==> config.mk <==
export PLATFORM = sky130hd
export DESIGN_NAME = freq_mult_exponential
export DESIGN_NICKNAME = d
export VERILOG_FILES = /design/src/rtl/freq_mult_exponential.sv
export SDC_FILE = /design/constraint.sdc
export NUM_CORES = 1
export LEC_CHECK = 0
export ABC_CLOCK_PERIOD_IN_PS = 16830
export CAP_MARGIN = 10
export CORE_ASPECT_RATIO = 0.6
export CORE_UTILIZATION = 50
export CTS_BUF_LIST = sky130_fd_sc_hd__clkbuf_4
export CTS_CLUSTER_SIZE = 12
export DETAILED_ROUTE_END_ITERATION = 10
export GPL_TIMING_DRIVEN = 0
export PLACE_DENSITY = 0.64
export SLEW_MARGIN = 20
export SYNTH_ARGS = -nofsm -noshare
export SYNTH_HDL_FRONTEND = slang
export SYNTH_SLANG_ARGS = --single-unit
==> constraint.sdc <==
create_clock -name clk -period 16.83 [get_ports clk]
set_input_delay 2.5245 -clock clk [delete_from_list [all_inputs] [get_ports clk]]
set_output_delay 2.5245 -clock clk [all_outputs]
set_load 0.1 [all_outputs]
==> src/rtl/freq_mult_exponential.sv <==
// Frequency multiplier (f*2^n square wave on acc_out) driving an 8-term Horner
// e^x evaluator; each acc_out rising edge is a one-cycle tick on clk.
module freq_mult_exponential (
  input  logic        clk,
  input  logic        rst,
  input  logic        f,
  input  logic        adjust,
  input  logic [2:0]  n,
  output logic        valid,
  output logic        acc_out,
  output logic [7:0]  k,
  input  logic        start,
  input  logic [15:0] x,
  output logic        done,
  output logic [1:0]  intpart,
  output logic [15:0] fracpart
);

  typedef enum logic [1:0] {M_IDLE, M_WAIT1, M_COUNT, M_RUN} mst_t;
  typedef enum logic [1:0] {E_IDLE, E_CALC, E_HOLD} est_t;

  mst_t        mst;
  est_t        est;
  logic [2:0]  f_s;
  logic        f_rise;
  logic [2:0]  n_l;
  logic [7:0]  p, div, pshift, kcalc;
  logic        tick;
  logic [17:0] acc, nacc;
  logic [15:0] xl;
  logic [2:0]  i;
  logic [17:0] phi;
  logic [15:0] prod_unused;

  function automatic logic [17:0] coef(input logic [2:0] idx);
    case (idx)
      3'd0:    coef = 18'd65536;
      3'd1:    coef = 18'd65536;
      3'd2:    coef = 18'd32768;
      3'd3:    coef = 18'd10923;
      3'd4:    coef = 18'd2731;
      3'd5:    coef = 18'd546;
      3'd6:    coef = 18'd91;
      default: coef = 18'd13;
    endcase
  endfunction

  assign f_rise = f_s[1] & ~f_s[2];
  // shift amount reaches 8 for n=7, which empties the 8-bit period; clamp restores k=1
  assign pshift = p >> ({1'b0, n_l} + 4'd1);
  assign kcalc  = (pshift == 8'd0) ? 8'd1 : pshift;
  // tick coincides with the edge that drives acc_out 0->1
  assign tick   = (mst == M_RUN) && !adjust && (div == k - 8'd1) && !acc_out;

  assign {phi, prod_unused} = 34'(acc) * 34'(xl);
  assign nacc = phi + coef(i);

  always_ff @(posedge clk or negedge rst) begin
    if (!rst) f_s <= '0;
    else      f_s <= {f_s[1:0], f};
  end

  always_ff @(posedge clk or negedge rst) begin
    if (!rst) begin
      mst     <= M_IDLE;
      valid   <= 1'b0;
      acc_out <= 1'b0;
      k       <= '0;
      n_l     <= '0;
      p       <= '0;
      div     <= '0;
    end else if (adjust) begin
      valid   <= 1'b0;
      acc_out <= 1'b0;
      n_l     <= n;
      mst     <= M_WAIT1;
    end else begin
      case (mst)
        M_WAIT1: if (f_rise) begin
          p   <= '0;
          mst <= M_COUNT;
        end
        M_COUNT: if (f_rise) begin
          k     <= kcalc;
          valid <= 1'b1;
          div   <= '0;
          mst   <= M_RUN;
        end else if (p != 8'hff) begin
          p <= p + 8'd1;
        end
        M_RUN: if (div == k - 8'd1) begin
          div     <= '0;
          acc_out <= ~acc_out;
        end else begin
          div <= div + 8'd1;
        end
        default: ;
      endcase
    end
  end

  always_ff @(posedge clk or negedge rst) begin
    if (!rst) begin
      est      <= E_IDLE;
      acc      <= '0;
      xl       <= '0;
      i        <= '0;
      done     <= 1'b0;
      intpart  <= '0;
      fracpart <= '0;
    end else if (tick) begin
      case (est)
        E_IDLE: if (start) begin
          xl   <= x;
          acc  <= coef(3'd7);
          i    <= 3'd6;
          done <= 1'b0;
          est  <= E_CALC;
        end
        E_CALC: begin
          acc <= nacc;
          if (i == 3'd0) begin
            intpart  <= nacc[17:16];
            fracpart <= nacc[15:0];
            done     <= 1'b1;
            est      <= E_HOLD;
          end else begin
            i <= i - 3'd1;
          end
        end
        E_HOLD: if (!start) est <= E_IDLE;
        default: est <= E_IDLE;
      endcase
    end
  end

endmodule

# Word level (Yosys, flattened, before mapping)
# Cells that the tools add are included.
# classes
bitwise_logic,4
addsub,6
mux,30
n_mul,1
n_reduce_logical,29
n_eq_ne,23
shifts,1
# ops
op,n
17-bit one-hot mux with 6 select lines,1
8-bit 2-to-1 mux,5
18-bit one-hot mux with 2 select lines,1
18-bit by 16-bit multiplier with 34-bit output,1
8-bit one-hot mux with 2 select lines,2
18-bit adder,1
18-bit 2-to-1 mux,1
3-bit AND reduction,6
8-bit by 1-bit adder with 8-bit output (second input constant),2
2-bit != test (second input constant),8
2-bit nonzero test,7
2-bit 2-to-1 mux,6
4-bit AND reduction,3
3-bit == test (second input constant),3
8-bit == test,1
8-bit logical NOT,1
1-bit 2-to-1 mux,8
8-bit != test (second input constant),1
8-bit by 4-bit >> shifter with 8-bit output,1
8-bit by 1-bit subtractor with 8-bit output (second input constant),1
2-bit == test (second input constant),3
3-bit by 2-bit == test with 1-bit output (second input constant),2
3-bit 2-to-1 mux,2
3-bit != test (second input constant),2
18 further kinds,25
# totals
wordCells,109
output_inout_bits,29
register_bits,92
input_bits,24

# Logic depth before layout (Yosys ltp)
# Gate-level depths: netlist (run 1).
# logic_depth
ltp_word,5
ltp_mapped,34
ltp_nobuf,33

# Worst setup path before layout (run 1)
# OpenSTA, ideal clock, no wires.
# synth_path
path_type,register -> register
startpoint,register xl[2]
endpoint,register acc[17]
path_buffers,2
path_stages_with_launch,29
setup_slack_ps,8991
t_required_ps,16734
setup_time_ps,96
arrival_ps,7743
period_less_slack_ps,7839
path_cell_list,dfrtp_1 -> clkbuf_1 -> clkbuf_1 -> nand2_1 -> fa_1 -> fa_1 -> fa_1 -> fa_1 -> inv_1 -> fa_1 -> inv_1 -> fa_1 -> inv_1 -> ha_1 -> and4_1 -> o211ai_1 -> o22a_1 -> o311ai_2 -> a21oi_1 -> nand2b_1 -> a221oi_1 -> ha_1 -> nor2b_1 -> a211o_1 -> a311oi_1 -> nor4b_1 -> a31oi_1 -> xnor3_1 -> o31ai_1
# synth_between
elab_chain_cells,3
# synth_rtl
item,line,text
"start, declared",30,logic [15:0] xl;
"start signal, assigned",106,xl <= '0;
"start signal, assigned",114,xl <= x;
18-bit by 16-bit multiplier with 34-bit output,55,"assign {phi, prod_unused} = 34'(acc) * 34'(xl);"
18-bit adder,56,assign nacc = phi + coef(i);
18-bit one-hot mux with 2 select lines,112,case (est)
"end signal, assigned",115,acc <= coef(3'd7);
"end signal, assigned",121,acc <= nacc;
"end, declared",29,"logic [17:0] acc, nacc;"
# No other way between the ends.
# A chain may end at the register's enable or synchronous reset.

# Worst setup path after layout (run 1)
# layout_path
startpoint,register xl[7]
endpoint,register acc[17]
# Same word-level chain as after synthesis.

==> results.ini, run 1 <==
[global_route]
grt_pass1_wl_mm=63.2
antenna_found_initial=2
grt.total_usage_pct=29.1
grt_pass1_vias=11100
largest_net_degree_at_the_start_of_global_routing=76
globalRoute.totalOverflow=0

[cells_and_area]
mostFrequentLayoutCell=inv_1
register_area_sq_mm=0.00228
nFillCells=2593
stdcell_area_sq_mm=0.0152
finish.net_count=1954
fraction_of_final_layout_cells_with_drive_strength_greater_than_1_pct=4.15
commonest_cells_after_routing_fill_and_taps_aside=274 x inv_1, 223 x nand2_1, 222 x fa_1, 126 x and2_1, 124 x ha_1
area_growth_syn_to_layout_pct=8.01
multi_input_area_sq_mm=0.0105

[hold_path]
hold-path-endpoint=f_s[1]
hold_depth=0
hold_path_startpoint=f_s[0]
timing.hold.worst.class=reg -> reg

[pwr]
clock_group_share_of_total_power_pct=21.1
power_per_cell_area_mw_per_mm2=37.7
switching_share_pct=41.5
power.net_switching_w=0.000238
cell_internal_pwr_w=0.000335
combinationalPowerShare_pct=36.1
sequential_share_of_power_pct=42.8
ir_worst_vdd_v=0.0000321
cellLeakagePower_nw=7.63

[clocking]
worst_skew_late_latency_ps=530
cts_resized=0
cts.reportedPaths.clkPinSlew_ps=170
htree_num_levels=3
cts_hold_repair_buffers=0
cts_sinks=91
clk_path_buf_depth=2
postCtsSetupBuffers=0
cts-root-buf=clkbuf_4
cts_tree=done
cts-buffers-inserted=9

[routing]
postRouteAntennaNets=0
first_pass_iters=5
final_wl_mm=39.0
vias=10700
detail_route.wl_per_cell_um=19.9
remaining_drc_errors=0
viasPerCell=5.45
drt_iter0_markers=755

[synthesis]
synth_cell_type_count=73
asyncSetResetFlopFracSynth_pct=100
synth_seq_cells=91
post_synthesis_cells=1521
synth-edff-count=0
dominantRegCellSynth=dfrtp_1
netlist_area_sq_mm=0.0141
yosys_warns=0
yosysSeqAreaShare_pct=16.1
post_synth.cell_area_avg_sq_um=9.27
synth.net_count=1891

[timing]
unrepaired_setup_endpoints_after_global_routing=false
finalSetupViolCount=0
post-route-period-util_pct=57.4
worst_pin_slew_ps=993
fin_worst_skew_ps=22.3
slew-limit-headroom_pct=33.6
timing_hold_violations_final=0
report.final.slew_viol_count=0
post-route-min-period_ps=9660
fmax_mhz=103
setup_total_negative_slack_ps=0

[worst_setup_path]
rr_startpoint=xl[7]
critPathMaxFanout=10
rrSetupSlack_ps=7170
critical_path.startpoint_type=flip-flop
crit_type=reg -> reg
critPathCaptureType=flip-flop
reg2reg_to=acc[17]
timing.reg2reg.worst_path_depth=28
slowest_stage=clkbuf_1
critPathArrivalTime_ps=10100
crit_top_cell=fa_1
crit_path_start=xl[7]
cp_slowest_stage_delay_ps=620
critical_path_required_ps=17270

[floorplanning]
core_sq_mm=0.0276
die_height_um=132
die-area_sq_mm=0.0289
initial_utilization_pct=51.0
row_count=47
die-width_um=219
io_pins=53

[place]
placed_area_sq_mm=0.0151
routability_congestion_estimate=0.927
place.port_buffers=51
hpwl_after_dpl_mm=32.2

[run]
cap_violations=0

[status]
status=complete, no violations

[cell usage after synthesis, drive strengths merged, types with 17 or more instances]
cell | n | share of area [%]
inv | 274 | 7.3
nand2 | 224 | 6.0
fa | 222 | 32
and2 | 126 | 5.6
ha | 124 | 11
dfrtp | 91 | 16
clkbuf | 56 | 1.5
nor2 | 44 | 1.2
o21ai | 44 | 1.6
a21oi | 41 | 1.5
mux2 | 33 | 3.1
xnor2 | 26 | 1.6
xor2 | 17 | 1.1
[layer usage]
metal	track usage, %	part of all wire, %
met1	46.3	50
met2	37.0	37
met3	11.4	12
met4	4.51	1.1
met5	0	0
[power by group through the flow]
stage	registers [W]	logic, W	clock network, W
3_5_place_dp	0.000249	0.000202	0
6_report	0.000245	0.000207	0.000121
2_1_floorplan	0.000257	0.000123	0
3_3_place_gp	0.000248	0.000198	0
5_1_grt	0.000247	0.000228	0.000134
4_1_cts	0.000245	0.000205	0.000128
[cells by family after synthesis]
logic type | Yosys count | synth area share (%)
muxes | 42 | 3.88
other | 1 | 0.0266
and+or+nand+nor | 480 | 16.7
DFF | 91 | 16.1
adders and majority gates | 346 | 42.5
xor gates and xnor gates | 44 | 2.83
buffers and inverters | 341 | 9.40
AOI/OAI and AO/OA | 176 | 8.53
[metrics by stage]
step	total power (W)	util [%]	worst slack [ps]	hold WS [ps]	cells
global route	0.000609	55.1	6630	391	1958
CTS	0.000578	55.1	7250	376	1956
floorplan	0.000380	-	8990	331	1521
global placement	0.000446	54.5	7390	336	1939
finish	0.000574	55.1	7170	372	1958
detailed placement	0.000451	54.6	7310	338	1940
[worst max-delay path, delay by kind of cell (launching register included)]
family | cells | cell delay [ps]
adder cells (fa/ha/maj) | 8 | 3830
AO/OA/AOI/OAI | 7 | 2300
buffers and inverters | 5 | 1290
AND/OR/NAND/NOR | 7 | 1230
XOR/XNOR | 1 | 550
flip-flops | 1 | 350
[flip-flops by register name (all words and copies together) (netlist names), 2 cells and up]
name / cells
acc: 18
k: 7
div: 8
xl: 16
fracpart: 16
mst: 2
f_s: 3
intpart: 2
p: 8
n_l: 3
est: 2
i: 3
[layout make-up]
cell class,count,area share [%]
well taps,367,3.01
inverters,274,6.75
clock inverters,7,0.386
clock buffers,9,0.444
diodes,2,0.0329
multi-input cells,1089,68.9
repair buffers,52,3.54
plain buffers,67,1.95
flip-flops and latches,91,14.9
[how the worst max path moves through the flow]
stage          cells after the start       to
2_1_floorplan                     28  acc[17]
3_3_place_gp                      28  acc[17]
3_5_place_dp                      28  acc[17]
4_1_cts                           28  acc[17]
5_1_grt                           31  acc[17]
6_report                          28  acc[17]
(Power assumes the default switching activity.)
==> run 2: changes to the inputs <==
--- a/config.mk
+++ b/config.mk
@@ -5,7 +5,7 @@
 export SDC_FILE = /design/constraint.sdc
 export NUM_CORES = 1
 export LEC_CHECK = 0
-export ABC_CLOCK_PERIOD_IN_PS = 16830
+export ABC_CLOCK_PERIOD_IN_PS = 9700
 export CAP_MARGIN = 10
 export CORE_ASPECT_RATIO = 0.6
 export CORE_UTILIZATION = 50
==> constraint.sdc (replaced) <==
create_clock -name clk -period 9.7 [get_ports clk]
set_input_delay 1.455 -clock clk [delete_from_list [all_inputs] [get_ports clk]]
set_output_delay 1.455 -clock clk [all_outputs]
set_load 0.1 [all_outputs]
==> run 2 against run 1 <==
- non-clock buffer count shrank 6
- global-route usage unchanged
- die area did not move
- combinational power rose by 71%
- total power is 74% higher
- utilization is essentially flat
- final cell count shrank 0.31%
- hold slack barely moved
- critical path type unchanged
- largest power group unchanged
- highest routed layer unchanged
==> results.ini, run 2 (synthesized netlist as in run 1, its figures left out) <==
[place]
hpwl_after_dpl_mm=32.2
routability_congestion_estimate=0.927
dpl.cell_count=1940
place.port_buffers=51

[routing]
remaining_drc_errors=0
final_wl_mm=39.0
first_pass_iters=5
detail_route.wl_per_cell_um=20.0
viasPerCell=5.49
postRouteAntennaNets=0
drt_iter0_markers=757
vias=10700

[timing]
post-route-period-util_pct=96.1
setup_total_negative_slack_ps=0
post-route-min-period_ps=9320
unrepaired_setup_endpoints_after_global_routing=false
report.final.slew_viol_count=0
fin_worst_skew_ps=21.5
finalSetupViolCount=0
timing_hold_violations_final=0
slew-limit-headroom_pct=33.6
worst_pin_slew_ps=992
fmax_mhz=107

[cells_and_area]
mostFrequentLayoutCell=inv_1
flip_flop_count_of_the_largest_register_after_layout=18
top_register=acc
nFillCells=2596
finish.net_count=1948
commonest_cells_after_routing_fill_and_taps_aside=274 x inv_1, 223 x nand2_1, 222 x fa_1, 126 x and2_1, 124 x ha_1
area_growth_syn_to_layout_pct=8.07
finish.cell_count_without_fillers=1952
fraction_of_final_layout_cells_with_drive_strength_greater_than_1_pct=5.50
largest_registers_ranked_by_flip_flop_count=acc: 18 flops, fracpart: 16 flops, xl: 16 flops

[run]
cap_violations=0

[status]
status=complete, no violations

[worst_setup_path]
critPathMaxFanout=10
crit_top_cell=fa_1
worst_path_dominant_cell_family=adder cells
critical_path.startpoint_type=flip-flop
critical_path_required_ps=10140
critPathArrivalTime_ps=9770
worst-path-buf-inv=4
crit_type=reg -> reg
slowest_stage=dfrtp_1
critPathCaptureType=flip-flop
cp_slowest_stage_delay_ps=790

[hold_path]
timing.hold.worst.class=reg -> reg

[clocking]
postCtsSetupBuffers=0
worst_skew_late_latency_ps=530
htree_num_levels=3
cts-root-buf=clkbuf_4
clk_path_buf_depth=2
cts_tree=done
cts-buffers-inserted=9
cts.reportedPaths.clkPinSlew_ps=170
cts_sinks=91
cts_resized=0
cts_hold_repair_buffers=0

[pwr]
power_per_cell_area_mw_per_mm2=65.4
ir_worst_vdd_v=0.0000558
cellLeakagePower_nw=7.68

[global_route]
grt_pass1_vias=11100
largest_net_degree_at_the_start_of_global_routing=76
antenna_found_initial=2
grt_pass1_wl_mm=63.2
globalRoute.totalOverflow=0
grt.total_usage_pct=29.1

[floorplanning]
row_count=47
io_pins=53
die_height_um=132
die-area_sq_mm=0.0289
core_sq_mm=0.0276
initial_utilization_pct=51.0
die-width_um=219

run 2: cell count changes in the layout (fill, tap and decap cells not counted), sizes merged:
cell / previous run / this run
buf: 13 / 12
clkbuf: 65 / 60
run 2: per-stage QoR:
stage / util (%) / setup slack, ps / area, sq um / hold WS, ps / total power, W
final: 55.1 / 376 / 15200 / 372 / 0.000996
after global routing: 55.1 / 18.4 / 15200 / 391 / 0.00106
after CTS: 55.1 / 118 / 15200 / 376 / 0.00100
after detailed placement: 54.6 / 176 / 15100 / 338 / 0.000782
after global placement: 54.5 / 262 / 15100 / 336 / 0.000774
after floorplan: - / 1860 / 14100 / 331 / 0.000660
run 2: worst paths after layout:
| check | start | endpoint | slack [ps] | cells past startpoint |
|---|---|---|---|---|
| min | f_s[0] | f_s[1] | 370 | 0 |
| max in group asynchronous | rst | acc[5] | 8330 | 2 |
| max reg2reg | acc[9] | acc[17] | 380 | 27 |
| max | acc[9] | acc[17] | 380 | 27 |
| min reg2reg | f_s[0] | f_s[1] | 370 | 0 |
| min in group asynchronous | rst | xl[11] | 740 | 1 |
run 2: report_power, final:
| group | internal, W | total [W] | switching [W] | leakage [nW] |
|---|---|---|---|---|
| clock | 0.0000564 | 0.000211 | 0.000155 | 0.0640 |
| combinational | 0.000130 | 0.000355 | 0.000224 | 6.42 |
| sequential | 0.000396 | 0.000431 | 0.0000349 | 1.19 |
run 2: area by class of cell:
| class | instances | area, sq um | area share, % |
|---|---|---|---|
| antenna | 2 | 5.00 | 0.0328 |
| clock buffer | 9 | 67.6 | 0.443 |
| clock inverter | 7 | 58.8 | 0.386 |
| sequential | 91 | 2280 | 15.0 |
| buffer | 61 | 295 | 1.94 |
| inverter | 274 | 1030 | 6.75 |
| multi-input combinational | 1089 | 10500 | 68.9 |
| tap | 367 | 459 | 3.01 |
| timing repair buffer | 52 | 539 | 3.54 |
run 2: routing by layer:
metal  track usage [%]  vias to the layer above  share of wire (%)
li1                  -                     4884                  -
met1              46.3                     5335                 49
met2              37.0                      458                 37
met3              11.4                       35                 12
met4              4.51                        0                1.2
met5                 0                        -                  0
